$ cat src/rtl/mul_div_unit.sv
// Iterative multiply/divide unit owning HI/LO: MULT/MULTU/DIV/DIVU in WIDTH+1 cycles, plus MTHI/MTLO writes.
// Optional Div_Zero result flag is enabled by defining MDU_DIVZERO_FLAG_EN.
module mul_div_unit #(
  parameter int WIDTH = 32
) (
  input  logic             CLK,
  input  logic             RST,
  input  logic             Start,
  input  logic [1:0]       Op,
  input  logic [WIDTH-1:0] A,
  input  logic [WIDTH-1:0] B,
  input  logic             HI_WE,
  input  logic             LO_WE,
  input  logic [WIDTH-1:0] Write_Data,
  output logic             Busy,
  output logic             Done,
  output logic [WIDTH-1:0] HI,
  output logic [WIDTH-1:0] LO
`ifdef MDU_DIVZERO_FLAG_EN
  ,
  output logic             Div_Zero
`endif
);

  localparam int CW = (WIDTH > 1) ? $clog2(WIDTH) : 1;

  typedef enum logic [1:0] {
    S_IDLE = 2'd0,
    S_RUN  = 2'd1,
    S_FIN  = 2'd2
  } state_t;

  state_t           state_q, state_d;
  logic [CW-1:0]    counter_q, counter_d;
  logic [1:0]       op_q, op_d;
  logic             neg_a_q, neg_a_d;
  logic             neg_b_q, neg_b_d;
  logic             b_zero_q, b_zero_d;
  logic [WIDTH-1:0] oper_q, oper_d;
  logic [WIDTH-1:0] a_raw_q, a_raw_d;
  logic [WIDTH-1:0] work_hi_q, work_hi_d;
  logic [WIDTH-1:0] work_lo_q, work_lo_d;
  logic [WIDTH-1:0] hi_q, hi_d;
  logic [WIDTH-1:0] lo_q, lo_d;
  logic             busy_q, busy_d;
  logic             done_q, done_d;
`ifdef MDU_DIVZERO_FLAG_EN
  logic             dz_q, dz_d;
`endif

  logic             signed_op;
  logic             a_neg, b_neg;
  logic [WIDTH-1:0] a_abs, b_abs;
  logic [WIDTH:0]   mul_sum;
  logic [WIDTH:0]   div_shift;
  logic [WIDTH:0]   div_diff;
  logic [2*WIDTH-1:0] prod, prod_fix;
  logic [WIDTH-1:0] quo_fix, rem_fix;

  // Operand magnitudes, one iteration step and the final sign correction.
  always_comb begin
    signed_op = ~Op[0];
    a_neg     = signed_op & A[WIDTH-1];
    b_neg     = signed_op & B[WIDTH-1];
    a_abs     = a_neg ? (-A) : A;
    b_abs     = b_neg ? (-B) : B;

    // Multiply: conditional add of the multiplicand into the upper half, then shift right.
    mul_sum   = {1'b0, work_hi_q} + (work_lo_q[0] ? {1'b0, oper_q} : {(WIDTH+1){1'b0}});
    // Divide: shift the next dividend bit into the remainder and trial-subtract.
    div_shift = {work_hi_q, work_lo_q[WIDTH-1]};
    div_diff  = div_shift - {1'b0, oper_q};

    prod      = {work_hi_q, work_lo_q};
    prod_fix  = (neg_a_q ^ neg_b_q) ? (-prod) : prod;
    quo_fix   = (neg_a_q ^ neg_b_q) ? (-work_lo_q) : work_lo_q;
    rem_fix   = neg_a_q ? (-work_hi_q) : work_hi_q;
  end

  // Next-state, datapath and registered-output logic.
  always_comb begin
    state_d   = state_q;
    counter_d = counter_q;
    op_d      = op_q;
    neg_a_d   = neg_a_q;
    neg_b_d   = neg_b_q;
    b_zero_d  = b_zero_q;
    oper_d    = oper_q;
    a_raw_d   = a_raw_q;
    work_hi_d = work_hi_q;
    work_lo_d = work_lo_q;
    hi_d      = hi_q;
    lo_d      = lo_q;
    busy_d    = 1'b0;
    done_d    = 1'b0;
`ifdef MDU_DIVZERO_FLAG_EN
    dz_d      = 1'b0;
`endif

    case (state_q)
      S_IDLE: begin
        if (Start) begin
          state_d   = S_RUN;
          counter_d = {CW{1'b0}};
          op_d      = Op;
          neg_a_d   = a_neg;
          neg_b_d   = b_neg;
          b_zero_d  = (B == {WIDTH{1'b0}});
          a_raw_d   = A;
          work_hi_d = {WIDTH{1'b0}};
          busy_d    = 1'b1;
          if (Op[1]) begin
            oper_d    = b_abs;
            work_lo_d = a_abs;
          end else begin
            oper_d    = a_abs;
            work_lo_d = b_abs;
          end
        end else begin
          busy_d = 1'b0;
          if (HI_WE) begin
            hi_d = Write_Data;
          end else begin
            hi_d = hi_q;
          end
          if (LO_WE) begin
            lo_d = Write_Data;
          end else begin
            lo_d = lo_q;
          end
        end
      end

      S_RUN: begin
        busy_d    = 1'b1;
        counter_d = counter_q + {{(CW-1){1'b0}}, 1'b1};
        if (op_q[1]) begin
          if (div_diff[WIDTH] == 1'b0) begin
            work_hi_d = div_diff[WIDTH-1:0];
            work_lo_d = {work_lo_q[WIDTH-2:0], 1'b1};
          end else begin
            work_hi_d = div_shift[WIDTH-1:0];
            work_lo_d = {work_lo_q[WIDTH-2:0], 1'b0};
          end
        end else begin
          work_hi_d = mul_sum[WIDTH:1];
          work_lo_d = {mul_sum[0], work_lo_q[WIDTH-1:1]};
        end
        if (counter_q == CW'(WIDTH - 1)) begin
          state_d = S_FIN;
        end else begin
          state_d = S_RUN;
        end
      end

      S_FIN: begin
        state_d = S_IDLE;
        done_d  = 1'b1;
        busy_d  = 1'b0;
        if (op_q[1]) begin
          // A zero divisor reports the raw dividend, bypassing sign correction.
          if (b_zero_q) begin
            hi_d = a_raw_q;
            lo_d = {WIDTH{1'b1}};
          end else begin
            hi_d = rem_fix;
            lo_d = quo_fix;
          end
`ifdef MDU_DIVZERO_FLAG_EN
          dz_d = b_zero_q;
`endif
        end else begin
          hi_d = prod_fix[2*WIDTH-1:WIDTH];
          lo_d = prod_fix[WIDTH-1:0];
        end
      end

      default: begin
        state_d = S_IDLE;
      end
    endcase
  end

  // State and datapath registers with synchronous reset.
  always_ff @(posedge CLK) begin
    if (RST) begin
      state_q   <= S_IDLE;
      counter_q <= {CW{1'b0}};
      op_q      <= 2'b00;
      neg_a_q   <= 1'b0;
      neg_b_q   <= 1'b0;
      b_zero_q  <= 1'b0;
      oper_q    <= {WIDTH{1'b0}};
      a_raw_q   <= {WIDTH{1'b0}};
      work_hi_q <= {WIDTH{1'b0}};
      work_lo_q <= {WIDTH{1'b0}};
      hi_q      <= {WIDTH{1'b0}};
      lo_q      <= {WIDTH{1'b0}};
      busy_q    <= 1'b0;
      done_q    <= 1'b0;
`ifdef MDU_DIVZERO_FLAG_EN
      dz_q      <= 1'b0;
`endif
    end else begin
      state_q   <= state_d;
      counter_q <= counter_d;
      op_q      <= op_d;
      neg_a_q   <= neg_a_d;
      neg_b_q   <= neg_b_d;
      b_zero_q  <= b_zero_d;
      oper_q    <= oper_d;
      a_raw_q   <= a_raw_d;
      work_hi_q <= work_hi_d;
      work_lo_q <= work_lo_d;
      hi_q      <= hi_d;
      lo_q      <= lo_d;
      busy_q    <= busy_d;
      done_q    <= done_d;
`ifdef MDU_DIVZERO_FLAG_EN
      dz_q      <= dz_d;
`endif
    end
  end

  assign Busy = busy_q;
  assign Done = done_q;
  assign HI   = hi_q;
  assign LO   = lo_q;
`ifdef MDU_DIVZERO_FLAG_EN
  assign Div_Zero = dz_q;
`endif

endmodule

$ cat config.mk
export PLATFORM = sky130hd
export DESIGN_NAME = mul_div_unit
export DESIGN_NICKNAME = d
export VERILOG_FILES = /design/src/rtl/mul_div_unit.sv
export SDC_FILE = /design/constraint.sdc
export NUM_CORES = 1
export LEC_CHECK = 0
export BUFFER_PORTS_ARGS = -buffer_cell sky130_fd_sc_hd__buf_4
export CAP_MARGIN = 0
export CORE_AREA = 2 2 182 184
export DETAILED_ROUTE_END_ITERATION = 12
export DIE_AREA = 0 0 184 186
export GPL_TIMING_DRIVEN = 1
export PLACE_DENSITY = 0.73
export SKIP_LAST_GASP = 1
export SLEW_MARGIN = 20
export SYNTH_ARGS = -nofsm -noshare
export SYNTH_HDL_FRONTEND = slang
export SYNTH_SLANG_ARGS = --single-unit
$ cat constraint.sdc
create_clock -name CLK -period 4 [get_ports CLK]
set_input_delay 0 -clock CLK [delete_from_list [all_inputs] [get_ports CLK]]
set_output_delay 0 -clock CLK [all_outputs]
set_load 0.01 [all_outputs]
# Yosys cells after proc, flatten, opt, wreduce, memory -nomap -nowiden
# Cells that the tools add are included.
# Widths: inputs -> output; s select.
# word_totals
out_inout_bits,66
regBits,206
wordCells,75
input_bits,103
# classes
bitwise,4
eq_ne,7
n_addsub,8
n_mux,34
reduce_logical,8
# ops
operator,n
$mux 32,20
$pmux 32 s2,4
$neg 32->32,4
$mux 64,1
$neg 64->64,1
$add 32x32->33,1
$sub 33x32->33,1
$logic_not 32->1,1
$pmux 5 s2,1
$ne 2x2->1 const B,4
$reduce_and 3->1,2
$add 5x1->5 const B,1
$eq 5x5->1 const B,1
$mux 5,1
$mux 2,2
$pmux 2 s2,1
$reduce_and 2->1,2
$reduce_bool 2->1,2
$mux 1,3
$and 1x1->1,2
$eq 2x1->1 const B,1
$eq 2x2->1 const B,1
$logic_not 2->1,1
$pmux 1 s2,1
2 further kinds,2

# Depth between registers and ports, before layout
# logic_depth
depth_word,6
ltp_mapped,13

# Worst setup path before layout
# No wires, ideal clock.
# synth_timing
path_type,reg2reg
from,register work_hi_q[12]
to,register work_hi_q[0]
setup_time_ps,75
slack_ps,903
path_stages_with_launch,13
t_arrival_ps,3022
required_time_ps,3925
period_less_slack_ps,3097
path_cell_list,dfxtp_1 -> ha_1 -> clkbuf_1 -> a21oi_1 -> o21ai_0 -> or2_2 -> o311a_1 -> o31a_1 -> buf_2 -> nor2_4 -> buf_4 -> mux2_2 -> o22ai_1
# synth_via
elab_chain_len,4
# synth_rtl
element,line_no,text
from (decl),41,"logic [WIDTH-1:0] work_hi_q, work_hi_d;"
from (signal assigned),195,work_hi_q <= {WIDTH{1'b0}};
from (signal assigned),213,work_hi_q <= work_hi_d;
$sub 33x32->33,72,"div_diff = div_shift - {1'b0, oper_q};"
$mux 32,138,if (div_diff[WIDTH] == 1'b0) begin
$mux 32,137,if (op_q[1]) begin
$pmux 32 s2,100,case (state_q)
# No other way between the ends.
# A chain may end at the register's enable or synchronous reset.

# Worst setup path in the final report
# layout_timing
from,register work_hi_q[16]
to,register work_hi_q[27]
# layout_via
elab_chain_len,4
word_cells_on_any_way,5
# layout_rtl
element,line_no
$sub 33x32->33,72
$mux 32,138
$mux 32 *,137
$pmux 32 s2 *,100
# Every way passes the cells marked *; elsewhere a longest branch is shown, timed or not.

==> flow_metrics.env <==
export IMPL_drtIter0Drc=2962
export IMPL_num_antenna_cells=0
export IMPL_overflow=0
export IMPL_gr_usage_met1_pct=57.3
export IMPL_max_cap_viol_count=0
export IMPL_worst_pin_slew_ns=0.917
export IMPL_initial_core_util_pct=53.6
export IMPL_layout_common_cells="a21oi_1, nand2_1, buf_4"
export IMPL_cts_tree="yes"
export IMPL_drive_gt1_share_pct=13.3
export IMPL_fp_dieW_um=184
export IMPL_postPlaceCellArea_um2=19100
export IMPL_cts_inserted_buffers=24
export IMPL_antenna_found_initial=3
export IMPL_yosysUniqueCellTypes=87
export IMPL_vias=20890
export IMPL_design_core_area_um2=32200
export IMPL_multiInputGateArea_um2=12200
export IMPL_top_usage_layer="met2"
export IMPL_syn_area_per_cell_um2=7.22
export IMPL_synth_warnings=0
export IMPL_min_period_over_period_pct=94.5
export IMPL_hold_viol=0
export IMPL_path_cells="ha_1 > a21oi_1 > o21bai_1 > a41o_1 > a22o_1 > o31a_1 > buf_4 > or4b_1 > a21oi_1 > a221o_1"
export IMPL_viasPerCell=6.95
export IMPL_finalSetupTns_ns=0
export IMPL_syn_nets=2568
export IMPL_max_stage_delay_ns=0.60
export IMPL_cts_buffer_depth=3
export IMPL_post_dp_hpwl_um=58400
export IMPL_drt_pass1_iterations=9
export IMPL_clock_sinks=205
export IMPL_async_flop_share_pct=0
export IMPL_die_h_um=186
export IMPL_final_setup_skew_ns=0.0484
export IMPL_use_met2_pct=68.4
export IMPL_fmax_mhz=264
export IMPL_final_common_cell="a21oi_1"
export IMPL_synth_edff_count=0
export IMPL_rows=66
export IMPL_drv_slew=0
export IMPL_grt_max_degree=166
export IMPL_groute_usage_overall_pct=44.5
export IMPL_status="finished clean"
export IMPL_fillers=2840
export IMPL_synthesis_area_um2=17300
export IMPL_ioPinCount=169
export IMPL_gp_congestion=1.11
export IMPL_vdd_drop_max_v=0.000403
export IMPL_power_density_nw_per_um2=349
export IMPL_seq_area_um2=4110
export IMPL_clk_pin_slew_ns=0.06
export IMPL_netlist_instances=2393
export IMPL_wl_per_cell_um=26.1
export IMPL_dieArea_um2=34200
export IMPL_wl_um=78400
export IMPL_leakage_uw=0.00843
export IMPL_grt_pass1_vias=19332
export IMPL_path_class="flip-flop to flip-flop"
export IMPL_yosysSeqAreaShare_pct=23.8
export IMPL_syn_to_final_growth_pct=20.7
export IMPL_htree_levels=1
export IMPL_synthFlopType="dfxtp_1"
export IMPL_cpMaxStageDelayCell="dfxtp_1"
export IMPL_nets=2753
export IMPL_drc=0
export IMPL_slew_headroom_pct=38.8
export IMPL_antenna_left=0
export IMPL_hold_path_class="input pin to flip-flop"
export IMPL_path_common_cell="a21oi_1"
export IMPL_cts_root_buf="clkbuf_16"
export IMPL_crit_path_max_fanout=10
export IMPL_clk_latency_ns=0.57
export IMPL_port_buffers=168
export IMPL_ys_ff_latch=205
export IMPL_design_area_um2=20900
export IMPL_critPathRequiredTime_ns=4.47
export IMPL_grt_pass1_wl_um=116000
export IMPL_grt_met3_usage_pct=10.2
export IMPL_critPathArrivalTime_ns=4.26
export IMPL_setup_viol=0
export IMPL_rsz0062_at_grt="false"
export IMPL_cp_start_kind="flip-flop"
export IMPL_crit_path_end_kind="flip-flop"
export IMPL_timing_final_crit_period_ns=3.78
[sequential cells by signal (all words and copies together), names as in the netlist, 2 cells and up]
register / flops
HI: 32
LO: 32
oper_q: 32
a_raw_q: 32
state_q: 2
work_hi_q: 32
work_lo_q: 32
counter_q: 5
[per-stage QoR]
step	power, µW	setup slack [ns]	util, %	hold slack, ns	std cells
CTS	7130	0.182	64.6	0.00703	3001
detailed placement	4730	0.220	59.2	0.285	2868
global placement	4710	0.323	59.2	0.283	2868
global route	7500	0.0446	64.7	0.0895	3004
floorplan	3790	0.903	-	0.136	2393
finish	7280	0.219	64.7	0.0130	3004
[cell usage after synthesis, drive strengths merged, types with 8 or more instances]
cell type / number / area (µm²)
xor2: 64 / 561
and2: 14 / 87.6
o22ai: 13 / 81.3
xnor2: 86 / 753
o21ai: 164 / 821
nor3: 62 / 315
nand4: 20 / 125
nand3: 44 / 220
a211oi: 70 / 526
a2111oi: 10 / 87.6
o21a: 12 / 90.1
dfxtp: 205 / 4100
clkbuf: 167 / 627
and3: 26 / 163
mux2i: 57 / 571
nand2b: 14 / 87.6
a221oi: 14 / 123
o31a: 10 / 87.6
nor2: 202 / 766
o21bai: 8 / 60.1
nand2: 269 / 1010
or4: 22 / 169
inv: 75 / 282
a22oi: 18 / 135
buf: 25 / 109
nor2b: 22 / 138
o211ai: 34 / 255
a31oi: 30 / 188
o31ai: 31 / 238
o41ai: 18 / 176
o221ai: 43 / 377
nor4: 28 / 211
and4: 9 / 78.8
or3: 23 / 149
or2: 12 / 77.6
ha: 70 / 876
a21o: 36 / 270
a21oi: 271 / 1360
[worst paths after layout]
check                                                 from                    endpoint  slack (ns)  depth (start not counted)
worst min register to register         HI[13]$_SDFFE_PP0P_         HI[13]$_SDFFE_PP0P_        0.45                          2
worst max-delay path            work_hi_q[16]$_SDFFE_PP0P_  work_hi_q[27]$_SDFFE_PP0P_        0.22                         10
worst min-delay path                                 B[11]     oper_q[11]$_SDFFE_PP0P_        0.01                          5
worst max register to register  work_hi_q[16]$_SDFFE_PP0P_  work_hi_q[27]$_SDFFE_PP0P_        0.22                         10
[final cells by class]
class / instances / area share (%)
Multi-Input combinational cell: 1921 / 58.5
Clock inverter: 8 / 0.594
Inverter: 75 / 1.35
Timing Repair Buffer: 351 / 13.9
Clock buffer: 36 / 3.48
Sequential cell: 205 / 19.7
Tap cell: 408 / 2.45
[repair_timing]
action	4_1_cts	5_1_grt
hold buffers	89	0
resized for setup	0	1
buffers inserted	0	3
endpoints found under the hold margin	127	0
endpoints found under the setup margin	0	4
[worst max-delay path, delay by kind of cell (launching register included)]
kind	cells	cell delay, ns
adder cells (fa/ha/maj)	1	0.41
AO/OA/AOI/OAI	7	1.92
AND/OR/NAND/NOR	1	0.59
buffers and inverters	1	0.20
flip-flops	1	0.60
[per-layer routing]
metal | vias up | share of wire [%]
met2 | 1544 | 43
met4 | 6 | 7.0
met5 | - | 0.046
met3 | 344 | 12
met1 | 9767 | 38
li1 | 9229 | -
[report_power, final]
group	switching [µW]	internal, µW	leakage, µW
Combinational	1600	958	0.00635
Sequential	180	2170	0.00168
Clock	980	1390	0.000410
Total	2760	4520	0.00843
[cells by family (layout without fill, tap and decap cells)]
family          count (synthesis)  count (layout)  synth area share [%]
compound gates                858             858                  32.3
xor+xnor                      150             150                  7.61
fa+ha+maj                      72              72                  5.30
buf+inv                       267             470                  5.89
flops                         205             205                  23.8
mux                            61              61                  3.56
simple gates                  780             780                  21.6
No activity file was read; power rests on OpenSTA's default activity.
